## src/rtl/dc_bridge_pkg.sv

```systemverilog
// Shared definitions for the DDR cache-line bridge: app command codes, FSM encoding,
// read-timeout limit and the poison pattern returned when a read times out.
package dc_bridge_pkg;

  localparam logic [2:0] CMD_WRITE = 3'b000;
  localparam logic [2:0] CMD_READ  = 3'b001;

  typedef enum logic [2:0] {
    ST_IDLE    = 3'd0,
    ST_WR      = 3'd1,
    ST_WR_DONE = 3'd2,
    ST_RD_CMD  = 3'd3,
    ST_RD_WAIT = 3'd4
  } state_t;

  localparam int unsigned    TOCNT_W          = 16;
  localparam int unsigned    RD_TIMEOUT_LIMIT = 65535;
  localparam logic [127:0]   POISON_DATA      = {4{32'hDEAD_BEEF}};

endpackage

```

## src/rtl/dc_mem_bridge_if.sv

```systemverilog
// App-side bus of the DDR memory controller (command, write-data and read-data channels).
// master = bridge side, slave = memory-controller side.
interface dc_mem_bridge_if #(
  parameter int AWIDTH = 28
);
  logic [AWIDTH-1:0] app_addr;
  logic [2:0]        app_cmd;
  logic              app_en;
  logic              app_rdy;
  logic [127:0]      app_wdf_data;
  logic [15:0]       app_wdf_mask;
  logic              app_wdf_wren;
  logic              app_wdf_end;
  logic              app_wdf_rdy;
  logic [127:0]      app_rd_data;
  logic              app_rd_data_valid;

  modport master (
    output app_addr, app_cmd, app_en, app_wdf_data, app_wdf_mask, app_wdf_wren, app_wdf_end,
    input  app_rdy, app_wdf_rdy, app_rd_data, app_rd_data_valid
  );

  modport slave (
    input  app_addr, app_cmd, app_en, app_wdf_data, app_wdf_mask, app_wdf_wren, app_wdf_end,
    output app_rdy, app_wdf_rdy, app_rd_data, app_rd_data_valid
  );
endinterface

```

## src/rtl/dc_bridge_tocnt.sv

```systemverilog
// Read-wait cycle counter; expired is high on the final allowed cycle of RD_WAIT.
// Only instantiated when DC_BRIDGE_RD_TIMEOUT_EN is defined.
module dc_bridge_tocnt
  import dc_bridge_pkg::*;
(
  input  logic clk,
  input  logic rst_n,
  input  logic en,
  output logic expired
);
  logic [TOCNT_W-1:0] count_reg;

  always_ff @(posedge clk or negedge rst_n) begin
    if (!rst_n) begin
      count_reg <= '0;
    end else if (en) begin
      count_reg <= count_reg + 1'b1;
    end else begin
      count_reg <= '0;
    end
  end

  assign expired = en && (count_reg == TOCNT_W'(RD_TIMEOUT_LIMIT - 1));
endmodule

```

## src/rtl/dc_mem_bridge.sv

```systemverilog
// Data-cache to DDR app-interface bridge: one write-back slot and one refill slot,
// one command outstanding at a time. Optional read timeout: DC_BRIDGE_RD_TIMEOUT_EN.
module dc_mem_bridge
  import dc_bridge_pkg::*;
#(
  parameter int AWIDTH = 28
) (
  input  logic         clk,
  input  logic         rst_n,
  input  logic         init_calib_complete,
  input  logic         dcw_start_rq,
  input  logic [31:0]  dcw_in_addr,
  input  logic [15:0]  dcw_in_mask,
  input  logic [127:0] dcw_in_data,
  output logic         dcw_finish_wresp,
  input  logic         dcr_start_rq,
  input  logic [31:0]  dcr_rin_addr,
  input  logic         rqfull_1,
  output logic [127:0] rdat_m_data,
  output logic         rdat_m_valid,
  output logic         finish_mrd,
  output logic         rd_timeout_err,
  dc_mem_bridge_if.master app
);
  state_t            state_reg;
  logic              wr_pend_reg, rd_pend_reg;
  logic [AWIDTH:4]   wr_addr_reg, rd_addr_reg;
  logic [15:0]       wr_mask_reg;
  logic [127:0]      wr_data_reg;

  logic [AWIDTH-1:0] app_addr_reg;
  logic [2:0]        app_cmd_reg;
  logic              app_en_reg;
  logic [127:0]      wdf_data_reg;
  logic [15:0]       wdf_mask_reg;
  logic              wdf_wren_reg;
  logic              cmd_done_reg, data_done_reg;
  logic              finish_wresp_reg, rdat_valid_reg, finish_mrd_reg, timeout_err_reg;
  logic [127:0]      rdat_reg;

  logic cmd_hs, data_hs, to_expired;

  assign cmd_hs  = app_en_reg & app.app_rdy;
  assign data_hs = wdf_wren_reg & app.app_wdf_rdy;

  // Line offset and bits above the DDR address range are dropped by the address mapping.
  logic unused_addr_bits;
  assign unused_addr_bits = ^{dcw_in_addr[31:AWIDTH+1], dcw_in_addr[3:0],
                              dcr_rin_addr[31:AWIDTH+1], dcr_rin_addr[3:0]};

`ifdef DC_BRIDGE_RD_TIMEOUT_EN
  dc_bridge_tocnt u_tocnt (
    .clk     (clk),
    .rst_n   (rst_n),
    .en      (state_reg == ST_RD_WAIT),
    .expired (to_expired)
  );
`else
  assign to_expired = 1'b0;
`endif

  always_ff @(posedge clk or negedge rst_n) begin
    if (!rst_n) begin
      state_reg        <= ST_IDLE;
      wr_pend_reg      <= 1'b0;
      rd_pend_reg      <= 1'b0;
      wr_addr_reg      <= '0;
      rd_addr_reg      <= '0;
      wr_mask_reg      <= '0;
      wr_data_reg      <= '0;
      app_addr_reg     <= '0;
      app_cmd_reg      <= '0;
      app_en_reg       <= 1'b0;
      wdf_data_reg     <= '0;
      wdf_mask_reg     <= '0;
      wdf_wren_reg     <= 1'b0;
      cmd_done_reg     <= 1'b0;
      data_done_reg    <= 1'b0;
      finish_wresp_reg <= 1'b0;
      rdat_valid_reg   <= 1'b0;
      finish_mrd_reg   <= 1'b0;
      timeout_err_reg  <= 1'b0;
      rdat_reg         <= '0;
    end else begin
      finish_wresp_reg <= 1'b0;
      rdat_valid_reg   <= 1'b0;
      finish_mrd_reg   <= 1'b0;

      if (dcw_start_rq && !wr_pend_reg) begin
        wr_pend_reg <= 1'b1;
        wr_addr_reg <= dcw_in_addr[AWIDTH:4];
        wr_mask_reg <= dcw_in_mask;
        wr_data_reg <= dcw_in_data;
      end
      if (dcr_start_rq && !rd_pend_reg) begin
        rd_pend_reg <= 1'b1;
        rd_addr_reg <= dcr_rin_addr[AWIDTH:4];
      end

      case (state_reg)
        ST_IDLE: begin
          if (init_calib_complete) begin
            if (wr_pend_reg) begin
              state_reg     <= ST_WR;
              app_en_reg    <= 1'b1;
              app_cmd_reg   <= CMD_WRITE;
              app_addr_reg  <= {wr_addr_reg, 3'b000};
              wdf_data_reg  <= wr_data_reg;
              wdf_mask_reg  <= ~wr_mask_reg;
              wdf_wren_reg  <= 1'b1;
              cmd_done_reg  <= 1'b0;
              data_done_reg <= 1'b0;
            end else if (rd_pend_reg && !rqfull_1) begin
              state_reg    <= ST_RD_CMD;
              app_en_reg   <= 1'b1;
              app_cmd_reg  <= CMD_READ;
              app_addr_reg <= {rd_addr_reg, 3'b000};
            end
          end
        end
        ST_WR: begin
          // Command and data channels complete independently, in either order.
          if (cmd_hs) begin
            app_en_reg   <= 1'b0;
            cmd_done_reg <= 1'b1;
          end
          if (data_hs) begin
            wdf_wren_reg  <= 1'b0;
            data_done_reg <= 1'b1;
          end
          if ((cmd_done_reg || cmd_hs) && (data_done_reg || data_hs)) begin
            state_reg        <= ST_WR_DONE;
            finish_wresp_reg <= 1'b1;
          end
        end
        ST_WR_DONE: begin
          wr_pend_reg <= 1'b0;
          state_reg   <= ST_IDLE;
        end
        ST_RD_CMD: begin
          if (cmd_hs) begin
            app_en_reg <= 1'b0;
            state_reg  <= ST_RD_WAIT;
          end
        end
        ST_RD_WAIT: begin
          if (app.app_rd_data_valid) begin
            rdat_reg       <= app.app_rd_data;
            rdat_valid_reg <= 1'b1;
            finish_mrd_reg <= 1'b1;
            rd_pend_reg    <= 1'b0;
            state_reg      <= ST_IDLE;
          end else if (to_expired) begin
            rdat_reg        <= POISON_DATA;
            rdat_valid_reg  <= 1'b1;
            finish_mrd_reg  <= 1'b1;
            timeout_err_reg <= 1'b1;
            rd_pend_reg     <= 1'b0;
            state_reg       <= ST_IDLE;
          end
        end
        default: state_reg <= ST_IDLE;
      endcase
    end
  end

  assign app.app_addr     = app_addr_reg;
  assign app.app_cmd      = app_cmd_reg;
  assign app.app_en       = app_en_reg;
  assign app.app_wdf_data = wdf_data_reg;
  assign app.app_wdf_mask = wdf_mask_reg;
  assign app.app_wdf_wren = wdf_wren_reg;
  assign app.app_wdf_end  = wdf_wren_reg;

  assign dcw_finish_wresp = finish_wresp_reg;
  assign rdat_m_data      = rdat_reg;
  assign rdat_m_valid     = rdat_valid_reg;
  assign finish_mrd       = finish_mrd_reg;
`ifdef DC_BRIDGE_RD_TIMEOUT_EN
  assign rd_timeout_err   = timeout_err_reg;
`else
  assign rd_timeout_err   = 1'b0;
  logic unused_err;
  assign unused_err = timeout_err_reg;
`endif
endmodule

```

## src/flat_wrapper.sv

```systemverilog
// flat-port wrapper written by rule: the top's interface ports become plain ports
module dc_mem_bridge_flat import dc_bridge_pkg::*;
#(
  parameter int AWIDTH = 28
)
  (clk, rst_n, init_calib_complete, dcw_start_rq, dcw_in_addr, dcw_in_mask, dcw_in_data, dcw_finish_wresp, dcr_start_rq, dcr_rin_addr, rqfull_1, rdat_m_data, rdat_m_valid, finish_mrd, rd_timeout_err, app_app_addr, app_app_cmd, app_app_en, app_app_wdf_data, app_app_wdf_mask, app_app_wdf_wren, app_app_wdf_end, app_app_rdy, app_app_wdf_rdy, app_app_rd_data, app_app_rd_data_valid);
  dc_mem_bridge_if #(.AWIDTH(AWIDTH)) app_i ();
  input  logic clk;
  input  logic rst_n;
  input  logic init_calib_complete;
  input  logic dcw_start_rq;
  input  logic [31:0] dcw_in_addr;
  input  logic [15:0] dcw_in_mask;
  input  logic [127:0] dcw_in_data;
  output logic dcw_finish_wresp;
  input  logic dcr_start_rq;
  input  logic [31:0] dcr_rin_addr;
  input  logic rqfull_1;
  output logic [127:0] rdat_m_data;
  output logic rdat_m_valid;
  output logic finish_mrd;
  output logic rd_timeout_err;
  output wire logic [$bits(app_i.app_addr)-1:0] app_app_addr;
  output wire logic [$bits(app_i.app_cmd)-1:0] app_app_cmd;
  output wire logic [$bits(app_i.app_en)-1:0] app_app_en;
  output wire logic [$bits(app_i.app_wdf_data)-1:0] app_app_wdf_data;
  output wire logic [$bits(app_i.app_wdf_mask)-1:0] app_app_wdf_mask;
  output wire logic [$bits(app_i.app_wdf_wren)-1:0] app_app_wdf_wren;
  output wire logic [$bits(app_i.app_wdf_end)-1:0] app_app_wdf_end;
  input wire logic [$bits(app_i.app_rdy)-1:0] app_app_rdy;
  input wire logic [$bits(app_i.app_wdf_rdy)-1:0] app_app_wdf_rdy;
  input wire logic [$bits(app_i.app_rd_data)-1:0] app_app_rd_data;
  input wire logic [$bits(app_i.app_rd_data_valid)-1:0] app_app_rd_data_valid;
  assign app_app_addr = app_i.app_addr;
  assign app_app_cmd = app_i.app_cmd;
  assign app_app_en = app_i.app_en;
  assign app_app_wdf_data = app_i.app_wdf_data;
  assign app_app_wdf_mask = app_i.app_wdf_mask;
  assign app_app_wdf_wren = app_i.app_wdf_wren;
  assign app_app_wdf_end = app_i.app_wdf_end;
  assign app_i.app_rdy = app_app_rdy;
  assign app_i.app_wdf_rdy = app_app_wdf_rdy;
  assign app_i.app_rd_data = app_app_rd_data;
  assign app_i.app_rd_data_valid = app_app_rd_data_valid;
  dc_mem_bridge #(.AWIDTH(AWIDTH)) u_core (.clk(clk), .rst_n(rst_n), .init_calib_complete(init_calib_complete), .dcw_start_rq(dcw_start_rq), .dcw_in_addr(dcw_in_addr), .dcw_in_mask(dcw_in_mask), .dcw_in_data(dcw_in_data), .dcw_finish_wresp(dcw_finish_wresp), .dcr_start_rq(dcr_start_rq), .dcr_rin_addr(dcr_rin_addr), .rqfull_1(rqfull_1), .rdat_m_data(rdat_m_data), .rdat_m_valid(rdat_m_valid), .finish_mrd(finish_mrd), .rd_timeout_err(rd_timeout_err), .app(app_i));
endmodule
```

## config.mk

```make
export PLATFORM = sky130hd
export DESIGN_NAME = dc_mem_bridge_flat
export DESIGN_NICKNAME = d
export VERILOG_FILES = /design/src/rtl/dc_bridge_pkg.sv /design/src/rtl/dc_mem_bridge_if.sv /design/src/rtl/dc_bridge_tocnt.sv /design/src/rtl/dc_mem_bridge.sv /design/src/flat_wrapper.sv
export SDC_FILE = /design/constraint.sdc
export NUM_CORES = 1
export LEC_CHECK = 0
export ABC_CLOCK_PERIOD_IN_PS = 5400
export BUFFER_PORTS_ARGS = -buffer_cell sky130_fd_sc_hd__buf_2
export CAP_MARGIN = 20
export CORE_AREA = 2 2 253 255
export DETAILED_ROUTE_END_ITERATION = 10
export DIE_AREA = 0 0 255 257
export HOLD_SLACK_MARGIN = 0.03
export PLACE_DENSITY = 0.49
export SETUP_SLACK_MARGIN = 0.5
export SYNTH_ARGS = -nofsm -noshare
export SYNTH_HDL_FRONTEND = slang
export SYNTH_SLANG_ARGS = --single-unit
```

## constraint.sdc

```tcl
create_clock -name clk -period 5.4 [get_ports clk]
set_input_delay 0 -clock clk [delete_from_list [all_inputs] [get_ports clk]]
set_output_delay 0 -clock clk [all_outputs]
set_load 0.005 [all_outputs]
```

-- Word-level counts from Yosys, hierarchy flattened
Cells that the tools add are included.
- muxes and demuxes: 35
- bitwise logic cells: 3
- eq/ne operators: 13
- reduce and logical (&&, ||, !) cells: 22
- operators by type and width (operator ; number):
    two-way mux 28 bit ; 2
    two-way mux 3 bit ; 8
    two-way mux 1 bit ; 20
    inverter 16 bit ; 1
    inequality test 2 x 1 -> 1 bit, second input constant ; 6
    one-hot mux 3 bit (4 select lines) ; 1
    AND reduction 4 bit ; 3
    one-hot mux 1 bit (2 select lines) ; 4
    nonzero test 2 bit ; 4
    equality test 3 x 2 -> 1 bit, second input constant ; 2
    AND reduction 3 bit ; 2
    AND reduction 5 bit ; 1
    logical AND 1 bit ; 4
    inequality test 2 bit, second input constant ; 2
    equality test 3 x 1 -> 1 bit, second input constant ; 1
    equality test 3 bit, second input constant ; 1
    logical NOT 1 bit ; 3
    logical NOT 3 bit ; 1
    inequality test 3 x 1 -> 1 bit, second input constant ; 1
    AND 1 bit ; 2
    logical OR 1 bit ; 2
    AND reduction 2 bit ; 1
    OR reduction 2 bit ; 1
- bits in registers: 508
- word-level logic and storage cells: 91
- output and inout bits: 310
- input port bits: 345

-- Logic depth before layout (Yosys ltp)
Gate-level depths: netlist of run 1.
- depth after elaboration: 6
- gate-level depth with buffers: 7
- gate-level depth less buffers: 3

-- Worst setup path after synthesis of run 1
No wires, ideal clock.
- path kind: register -> register
- from: register u_core.state_reg[2]
- to: register u_core.wdf_data_reg[47], in the netlist u_core.app.app_wdf_data[47]
- period minus slack after synthesis: 1.948 ns
- library setup time: 0.125 ns
- setup slack: 3.452 ns
- arrival time: 1.823 ns
- stages on the path, launching flop included: 8
- data required time: 5.275 ns
- cell sequence: dfrtp_1 buf_4 or4b_4 buf_6 nor2_8 buf_8 buf_12 mux2_4
- cells in the longest elaborated chain, start to end: 2
- ends and longest elaborated chain (what ; RTL line ; source):
    start, declared ; dc_mem_bridge.sv:25 ; state_t state_reg;
    start signal, assigned ; dc_mem_bridge.sv:64 ; state_reg <= ST_IDLE;
    start signal, assigned ; dc_mem_bridge.sv:104 ; state_reg <= ST_WR;
    start signal, assigned ; dc_mem_bridge.sv:114 ; state_reg <= ST_RD_CMD;
    logical NOT 3 bit ; dc_mem_bridge.sv:100 ; case (state_reg)
    AND reduction 3 bit (no line) ; -- ;
    end signal, assigned ; dc_mem_bridge.sv:108 ; wdf_data_reg <= wr_data_reg;
    end, declared ; dc_mem_bridge.sv:34 ; logic [127:0] wdf_data_reg;
No other way between the ends.
A chain may end at the register's enable or synchronous reset.

-- Worst setup path in the final report of run 1
- from: register u_core.state_reg[2]
- to: register u_core.wdf_data_reg[24], in the netlist u_core.app.app_wdf_data[24]
Same word-level chain as after synthesis.

==> flow_metrics.tcl, run 1 <==
set metrics [dict create \
    drv_cap 0 \
    fin_crit_sh 0.542 \
    ys_seq_area_frac 0.652 \
    nFillCells 5687 \
    slew_viol_final 0 \
    layout_commonest_cell "buf_2" \
    yosys.area.top_type "dfrtp_1" \
    outcome "complete, no violations" \
    ys_types 34 \
    cp_max_fo 43 \
    arrival_ps 3400 \
    p_leak_uw 0.0137 \
    synth_edf_count 0 \
    synthTopCellsByArea "dfrtp_1 65%, mux2_2 26%, a32oi_1 1.1%, o21ai_0 0.88%, and2_1 0.81%" \
    vias 13900 \
    tightest_slew_ps 935 \
    worstPathRequired_ps 5870 \
    cts-root-buf "clkbuf_16" \
    die_area_um2 65500 \
    critPathKind "reg -> reg" \
    preCtsSetupSlack_ps 2390 \
    wl_um 58200 \
    coreArea_um2 62700 \
    antenna_found_initial 8 \
    postCtsSetupRepairBufs 0 \
    synth-async-reset-ratio 1.00 \
    syn_area_um2 19300 \
    finalSetupViolCount 0 \
    ys_ff_latch 503 \
    mostFrequentLayoutCells "633 x buf_2, 503 x dfrtp_1, 444 x mux2_2, 332 x dlygate4sd3_1, 57 x clkbuf_16" \
    r2r_cells 4 \
    cts_htree_levels 2 \
    grt_max_degree 159 \
    rsz0062_at_grt "false" \
    syn_inst 1241 \
    yosys_warnings 0 \
    clk_path_buf_depth 3 \
    synth-main-ff-cell "dfrtp_1" \
    reg2reg_slack_ps 2470 \
    rows 92 \
    critPathLaunchType "flop" \
    die_h_um 257 \
    die_w_um 255 \
    crit-reg2reg-launch "u_core.state_reg[2]" \
    avgViaCountPerCell 4.48 \
    power_density_nw_per_um2 503 \
    grtUsageTotal 0.172 \
    avgSynthCellArea_um2 15.6 \
    io_buffers 634 \
    clkTransAtPathRegs_ps 60 \
    cts_resized 0 \
    ant_nets 0 \
    grt_overflow 0 \
    crit_end "u_core.app.app_wdf_data[24]" \
    setup_slack_ps 2470 \
    drc 0 \
    fmax_mhz 342 \
    finalHoldViolCount 0 \
    finalNetCount 2545 \
    area_growth_pct 47.8 \
    routedWlPerCell_um 18.8 \
    cts_tree "done" \
    first_global_vias 14900 \
    routabilityCongestion 0.780 \
    first_pass_iters 4 \
    r2r-end "u_core.app.app_wdf_data[24]" \
    hp-class "in -> async" \
    relSlewSlack 0.377 \
    hold_buffers 333 \
    setup-tns-final_ps 0 \
    start_util 0.308 \
    hold_slack_ps 31.4 \
    finClkSkew_ps 8.52 \
    insertion_delay_ps 600 \
    ioPinCount 655 \
    crit_start "u_core.state_reg[2]" \
    yosys.area.top_type_share 0.652 \
    cts_made_buffers 56 \
    dp_hpwl_um 38900 \
    grt_pass1_wl_um 87800 \
    drive_gt1_frac 0.537 \
    drtIter0Drc 621 \
    fin_crit_ps 2930 \
    clock-sinks 503 \
    ir_worst_vdd_uv 279 \
    cp-end-kind "flop" \
]
## worst max-delay path, stage by stage (launching register included)
cell and delay [ps]:
dfrtp_1 480, or4b_4 880, nor2_8 610, buf_4 440
mux2_2 380
## where the power goes
part           internal, uW  leakage, uW  switching, uW  total [uW]
sequential             5410      0.00622            835        6240
combinational          2480      0.00659           1890        4360
clock                  2220     0.000923           1550        3770
## cells by family (layout without fill, tap and decap cells)
family,count (synthesis),count (layout),synth area share
simple gates,126,126,0.0364
buf+inv,91,1089,0.0241
compound gates,70,70,0.0243
flops,503,503,0.652
mux,450,450,0.263
other cells,1,13,0.000194
## synth_stat cells, types with 2 or more instances
cell,number
nand4_1,25
a21o_1,2
dfrtp_1,503
buf_2,29
a32oi_1,25
clkbuf_1,36
nor2b_1,3
buf_1,6
mux2_2,444
a21oi_1,3
a41oi_1,2
nand3_1,26
mux2_4,6
o21ai_0,34
inv_1,3
nand2_1,31
and2_1,25
buf_4,14
nor2_1,8
nand2b_1,2
## worst min path at each step
stage	startpoint	endpoint
CTS	rst_n	u_core.wr_data_reg[107]
detailed placement	rst_n	u_core.app.app_wdf_data[107]
floorplan	rst_n	u_core.app.app_addr[10]
global route	rst_n	u_core.app.app_wdf_data[27]
finish	rst_n	u_core.wr_data_reg[107]
global placement	rst_n	u_core.wr_data_reg[28]
## routing by layer
layer,wire (um),vias up,track usage,share of wire
li1,-,6345,-,-
met1,22300,6940,0.193,0.38
met2,29100,467,0.304,0.50
met3,4860,109,0.0571,0.083
met4,1930,2,0.0603,0.033
met5,16,-,0,0.00027
## cell type report
type,instances,area [um^2],share of cell area
diodes,7,17.5,0.000613
clock buffers,80,1650,0.0579
clock inverters,22,179,0.00627
inverters,3,11.3,0.000394
multi-input cells,652,6310,0.221
flip-flops and latches,503,12600,0.441
well taps,846,1060,0.0371
repair buffers,984,6730,0.236
## stage by stage
stage	utilization	cell area (um^2)	std cells	power (uW)
after global routing	0.455	28500	3096	15300
after CTS	0.454	28500	3089	14600
final	0.455	28600	3097	14400
after detailed placement	0.372	23300	2654	10500
after global placement	0.372	23300	2654	10400
after floorplan	-	19300	1246	8610
Power figures use the tool's default switching activity.
==> run 2, diff against run 1 <==
Settings changed: ABC_CLOCK_PERIOD_IN_PS 5400 to 2400, PLACE_DENSITY 0.49 to 0.51.
Clock period 5.4 ns to 2.4 ns, I/O delays scaled along.
==> run 2 against run 1 <==
  * Clock power grew 120%
  * Critical endpoint is now u_core.app.app_wdf_data[122]
  * Die area stayed put
  * First-iteration DRC count is 20% lower
  * Setup slack got worse by 2000 ps
  * Largest power group unchanged
  * Clock-buffer cell count down 3
  * Total power up 130%
  * Worst hold slack better by 150 ps
  * Core utilization increased by 0.96 points
==> flow_metrics.tcl, run 2 (synthesized netlist as in run 1, its figures left out) <==
set metrics [dict create \
    ioPinCount 655 \
    grt_max_degree 99 \
    coreArea_um2 62700 \
    p_total_uw 32900 \
    worst_path_dominant_cell_family "simple AND/OR/NAND/NOR gates" \
    cp_slowest_cell "or4b_4" \
    clock-sinks 503 \
    clkTransAtPathRegs_ps 60 \
    routabilityCongestion 0.788 \
    drv_cap 0 \
    finalNetCount 2585 \
    cp-end-kind "flop" \
    hp-class "in -> reg" \
    drive_gt1_frac 0.540 \
    die_h_um 257 \
    insertion_delay_ps 590 \
    layout_commonest_cell "buf_2" \
    drtIter0Drc 497 \
    ant_nets 0 \
    grt_pass1_wl_um 88200 \
    rsz0062_at_grt "true" \
    area_growth_pct 50.9 \
    outcome "complete, no violations" \
    cts_tree "done" \
    design_area_um2 29200 \
    grt_overflow 0 \
    arrival_ps 2360 \
    clk_path_buf_depth 3 \
    antenna_found_initial 8 \
    fmax_mhz 527 \
    max_stage_delay_ps 580 \
    rows 92 \
    preCtsSetupSlack_ps 470 \
    worstPathRequired_ps 2860 \
    fin_crit_sh 0.791 \
    die_area_um2 65500 \
    critPathLaunchType "flop" \
    slew_viol_final 0 \
    vias 14100 \
    relSlewSlack 0.617 \
    start_util 0.308 \
    setup_slack_ps 502 \
    finalHoldViolCount 0 \
    critPathKind "reg -> reg" \
    cp_max_fo 12 \
    cts_htree_levels 2 \
    nFillCells 5651 \
    finClkSkew_ps 14.8 \
    grtUsageTotal 0.173 \
    power_density_nw_per_um2 1130 \
    setup-tns-final_ps 0 \
    dp_hpwl_um 39900 \
    crit_chain "or4b_4, nor2_8, buf_12, buf_16, mux2_2" \
    routedWlPerCell_um 18.9 \
    die_w_um 255 \
    first_pass_iters 5 \
    utilization 0.465 \
    first_global_vias 15400 \
    ir_worst_vdd_uv 656 \
    worst-path-buf-inv 2 \
    avgViaCountPerCell 4.51 \
    finalSetupViolCount 0 \
    cts-root-buf "clkbuf_16" \
    drc 0 \
    io_buffers 634 \
    fin_crit_ps 1900 \
    tightest_slew_ps 575 \
    cts_made_buffers 55 \
    mostFrequentLayoutCells "633 x buf_2, 502 x dfrtp_1, 425 x mux2_2, 337 x dlygate4sd3_1, 61 x clkbuf_16" \
    placedInstanceArea_um2 23700 \
    wl_um 59200 \
    p_leak_uw 0.0140 \
]
run 2: changes by cell type in the layout (fill, tap and decap cells not counted), sizes merged:
cell and delta:
inv -4, clkinvlp +2, buf +31, and3 +1
dlygate4sd3 +5, diode +1, clkinv -7, bufinv +1
clkbuf +1
run 2: timing repair:
item / in CTS / in global routing
buffers inserted: 1 / 5
pin swaps: 0 / 2
setup endpoints to repair: 61 / 154
endpoints found under the hold margin: 809 / 0
resized for setup: 4 / 24
cloned: 1 / 7
hold buffers: 337 / 0
run 2: per-stage QoR:
stage,hold WS (ps),std cells
detailed placement,16.5,2678
finish,179,3128
global placement,12.1,2678
CTS,133,3108
floorplan,-296,1246
global route,158,3127
run 2: layout make-up:
class / instances / area, um^2 / area share
Multi-Input combinational cell: 653 / 6400 / 0.219
Tap cell: 846 / 1060 / 0.0363
Sequential cell: 503 / 12600 / 0.432
Clock buffer: 77 / 1590 / 0.0546
Timing Repair Buffer: 1024 / 7330 / 0.252
Clock inverter: 14 / 158 / 0.00541
Antenna cell: 8 / 20.0 / 0.000687
Inverter: 3 / 11.3 / 0.000386
run 2: path summary, 6_finish.rpt:
path                                  startpoint                           end  slack [ps]  cells after the start
max in group asynchronous                  rst_n        u_core.rdat_m_data[44]         910                      4
min in group asynchronous                  rst_n   u_core.app.app_wdf_data[27]         500                      3
setup / recovery             u_core.state_reg[2]  u_core.app.app_wdf_data[122]         500                      5
hold reg to reg            u_core.wr_mask_reg[0]    u_core.app.app_wdf_mask[0]         460                      1
setup reg to reg             u_core.state_reg[2]  u_core.app.app_wdf_data[122]         500                      5
hold / removal                  dcw_in_data[124]       u_core.wr_data_reg[124]         180                      3
run 2: routing by layer:
metal / global-route usage / vias up / wire, um
met5: 0 / - / 13
met4: 0.0674 / 2 / 2320
met3: 0.0587 / 132 / 4950
met2: 0.298 / 499 / 29000
met1: 0.196 / 7026 / 23000
li1: - / 6439 / -
run 2: tightest hold or removal path, stage by stage:
cell and delay (ps):
dlygate4sd3_1 510, buf_2 90, mux2_2 120
run 2: power by group:
group	switching [uW]	total, uW	internal, uW	leakage, uW
sequential	1890	14100	12200	0.00622
combinational	4470	10600	6090	0.00694
clock	3330	8220	4890	0.000858
==> run 3, diff against run 2 <==
Settings changed: ABC_CLOCK_PERIOD_IN_PS 2400 to 1750, PLACE_DENSITY 0.51 to 0.49.
Clock period 2.4 ns to 1.75 ns, I/O delays scaled along.
==> run 3 against run 2 <==
  * The run now ends with negative hold slack, negative setup slack left
  * Fmax down 0.36%
  * Clock skew up 1.4 ps
  * Sequential share of layout area down 2.7 points
  * Die area unchanged
  * Worst hold slack worse by 270 ps
  * Setup slack worse by 660 ps
  * Wire length up 7.5%
  * First-iteration DRC count up 28%
  * Final cell count up 2.0%
  * Core utilization up 3.1 points
  * Clock power up 52%
  * Critical path depth unchanged
  * Highest routed layer unchanged
==> flow_metrics.tcl, run 3 (synthesized netlist as in run 1, its figures left out) <==
set metrics [dict create \
    relSlewSlack 0.642 \
    worstPathRequired_ps 2240 \
    setup-tns-final_ps -13210 \
    first_pass_iters 4 \
    die_h_um 257 \
    antenna_found_initial 11 \
    routedWlPerCell_um 19.9 \
    hold_buffers 329 \
    insertion_delay_ps 610 \
    grtUsageTotal 0.189 \
    finalSetupViolCount 163 \
    p_total_uw 48200 \
    finalNetCount 2636 \
    drtIter0Drc 636 \
    finClkSkew_ps 16.2 \
    start_util 0.308 \
    wl_um 63700 \
    vias 14300 \
    utilization 0.496 \
    grt_pass1_wl_um 95800 \
    rows 92 \
    outcome "complete, but fails checks" \
    layout_commonest_cell "buf_2" \
    dp_hpwl_um 43600 \
    drive_gt1_frac 0.557 \
    hp-class "in -> reg" \
    routabilityCongestion 0.779 \
    critPathLaunchType "flop" \
    cp_max_fo 10 \
    power_density_nw_per_um2 1550 \
    violations "negative hold slack, negative setup slack" \
    fmax_mhz 525 \
    drv_cap 0 \
    ioPinCount 655 \
    rsz0062_at_grt "true" \
    finalHoldViolCount 36 \
    tightest_slew_ps 537 \
    drc 0 \
    ir_worst_vdd_uv 1140 \
    ant_nets 0 \
    arrival_ps 2400 \
    clkTransAtPathRegs_ps 60 \
    cts_made_buffers 58 \
    first_global_vias 16000 \
    fin_crit_sh 1.09 \
    mostFrequentLayoutCells "633 x buf_2, 502 x dfrtp_1, 329 x dlygate4sd3_1, 237 x mux2_4, 213 x mux2_2" \
    coreArea_um2 62700 \
    clock-sinks 503 \
    avgViaCountPerCell 4.48 \
    hold_slack_ps -88.1 \
    io_buffers 634 \
    area_growth_pct 61.1 \
    grt_max_degree 76 \
    cts_htree_levels 2 \
    critPathKind "reg -> reg" \
    cts_tree "done" \
    placedInstanceArea_um2 24900 \
    die_w_um 255 \
    design_area_um2 31100 \
    die_area_um2 65500 \
    grt_overflow 0 \
    p_leak_uw 0.0151 \
    setup_slack_ps -155 \
    cp-end-kind "flop" \
    fin_crit_ps 1910 \
    slew_viol_final 0 \
    clk_path_buf_depth 3 \
    cts-root-buf "clkbuf_16" \
]
==> run 3: critical path: stages (launching register included) <==
cell and delay (ps):
dfrtp_1 380, or4b_4 580, nor2_8 170, buf_12 150, clkbuf_16 160, mux2_2 330
==> run 3: path summary, 6_finish.rpt <==
check	cells past startpoint	slack, ps	from	endpoint
max	5	-160	u_core.state_reg[2]	u_core.app.app_wdf_data[2]
min	4	-90	init_calib_complete	u_core.cmd_done_reg
max reg2reg	5	-160	u_core.state_reg[2]	u_core.app.app_wdf_data[2]
min reg2reg	1	460	u_core.wr_mask_reg[15]	u_core.app.app_wdf_mask[15]
max in group asynchronous	3	1010	rst_n	u_core.wr_data_reg[26]
min in group asynchronous	2	-80	rst_n	u_core.wr_data_reg[87]
==> run 3: metal layers <==
layer | vias up | GRT usage | wire [um]
met5 | - | 0 | 70
met4 | 10 | 0.0750 | 2560
met3 | 134 | 0.0524 | 4400
met2 | 425 | 0.320 | 30900
met1 | 7209 | 0.227 | 25700
li1 | 6527 | - | -
==> run 3: power by group <==
group | switching (uW) | total [uW] | internal, uW
sequential | 2710 | 19400 | 16700
clock | 4980 | 12500 | 7500
combinational | 6440 | 16300 | 9840
total | 14100 | 48200 | 34100
==> run 3: layout make-up <==
cell class	instances	area, um^2
Antenna cell	6	15.0
Clock buffer	88	1750
Tap cell	846	1060
Multi-Input combinational cell	652	7200
Clock inverter	20	244
Fill cell	5496	31600
Inverter	3	11.3
Timing Repair Buffer	1073	8250
Sequential cell	503	12600
==> run 3: stage by stage <==
| stage | std cells | setup WS [ps] | hold WS [ps] |
|---|---|---|---|
| 2_1_floorplan | 1246 | -185 | -296 |
| 3_3_place_gp | 2713 | -146 | -21.6 |
| 3_5_place_dp | 2713 | -168 | -17.4 |
| 4_1_cts | 3178 | -162 | -130 |
| 5_1_grt | 3190 | -187 | -68.1 |
| 6_report | 3191 | -155 | -88.1 |
==> run 3: what timing repair did <==
item	in CTS	in global routing
setup buffers	17	3
resized for setup	32	40
pin swaps	0	1
endpoints found under the setup margin	503	504
hold endpoints to repair	861	36
cloned	11	4
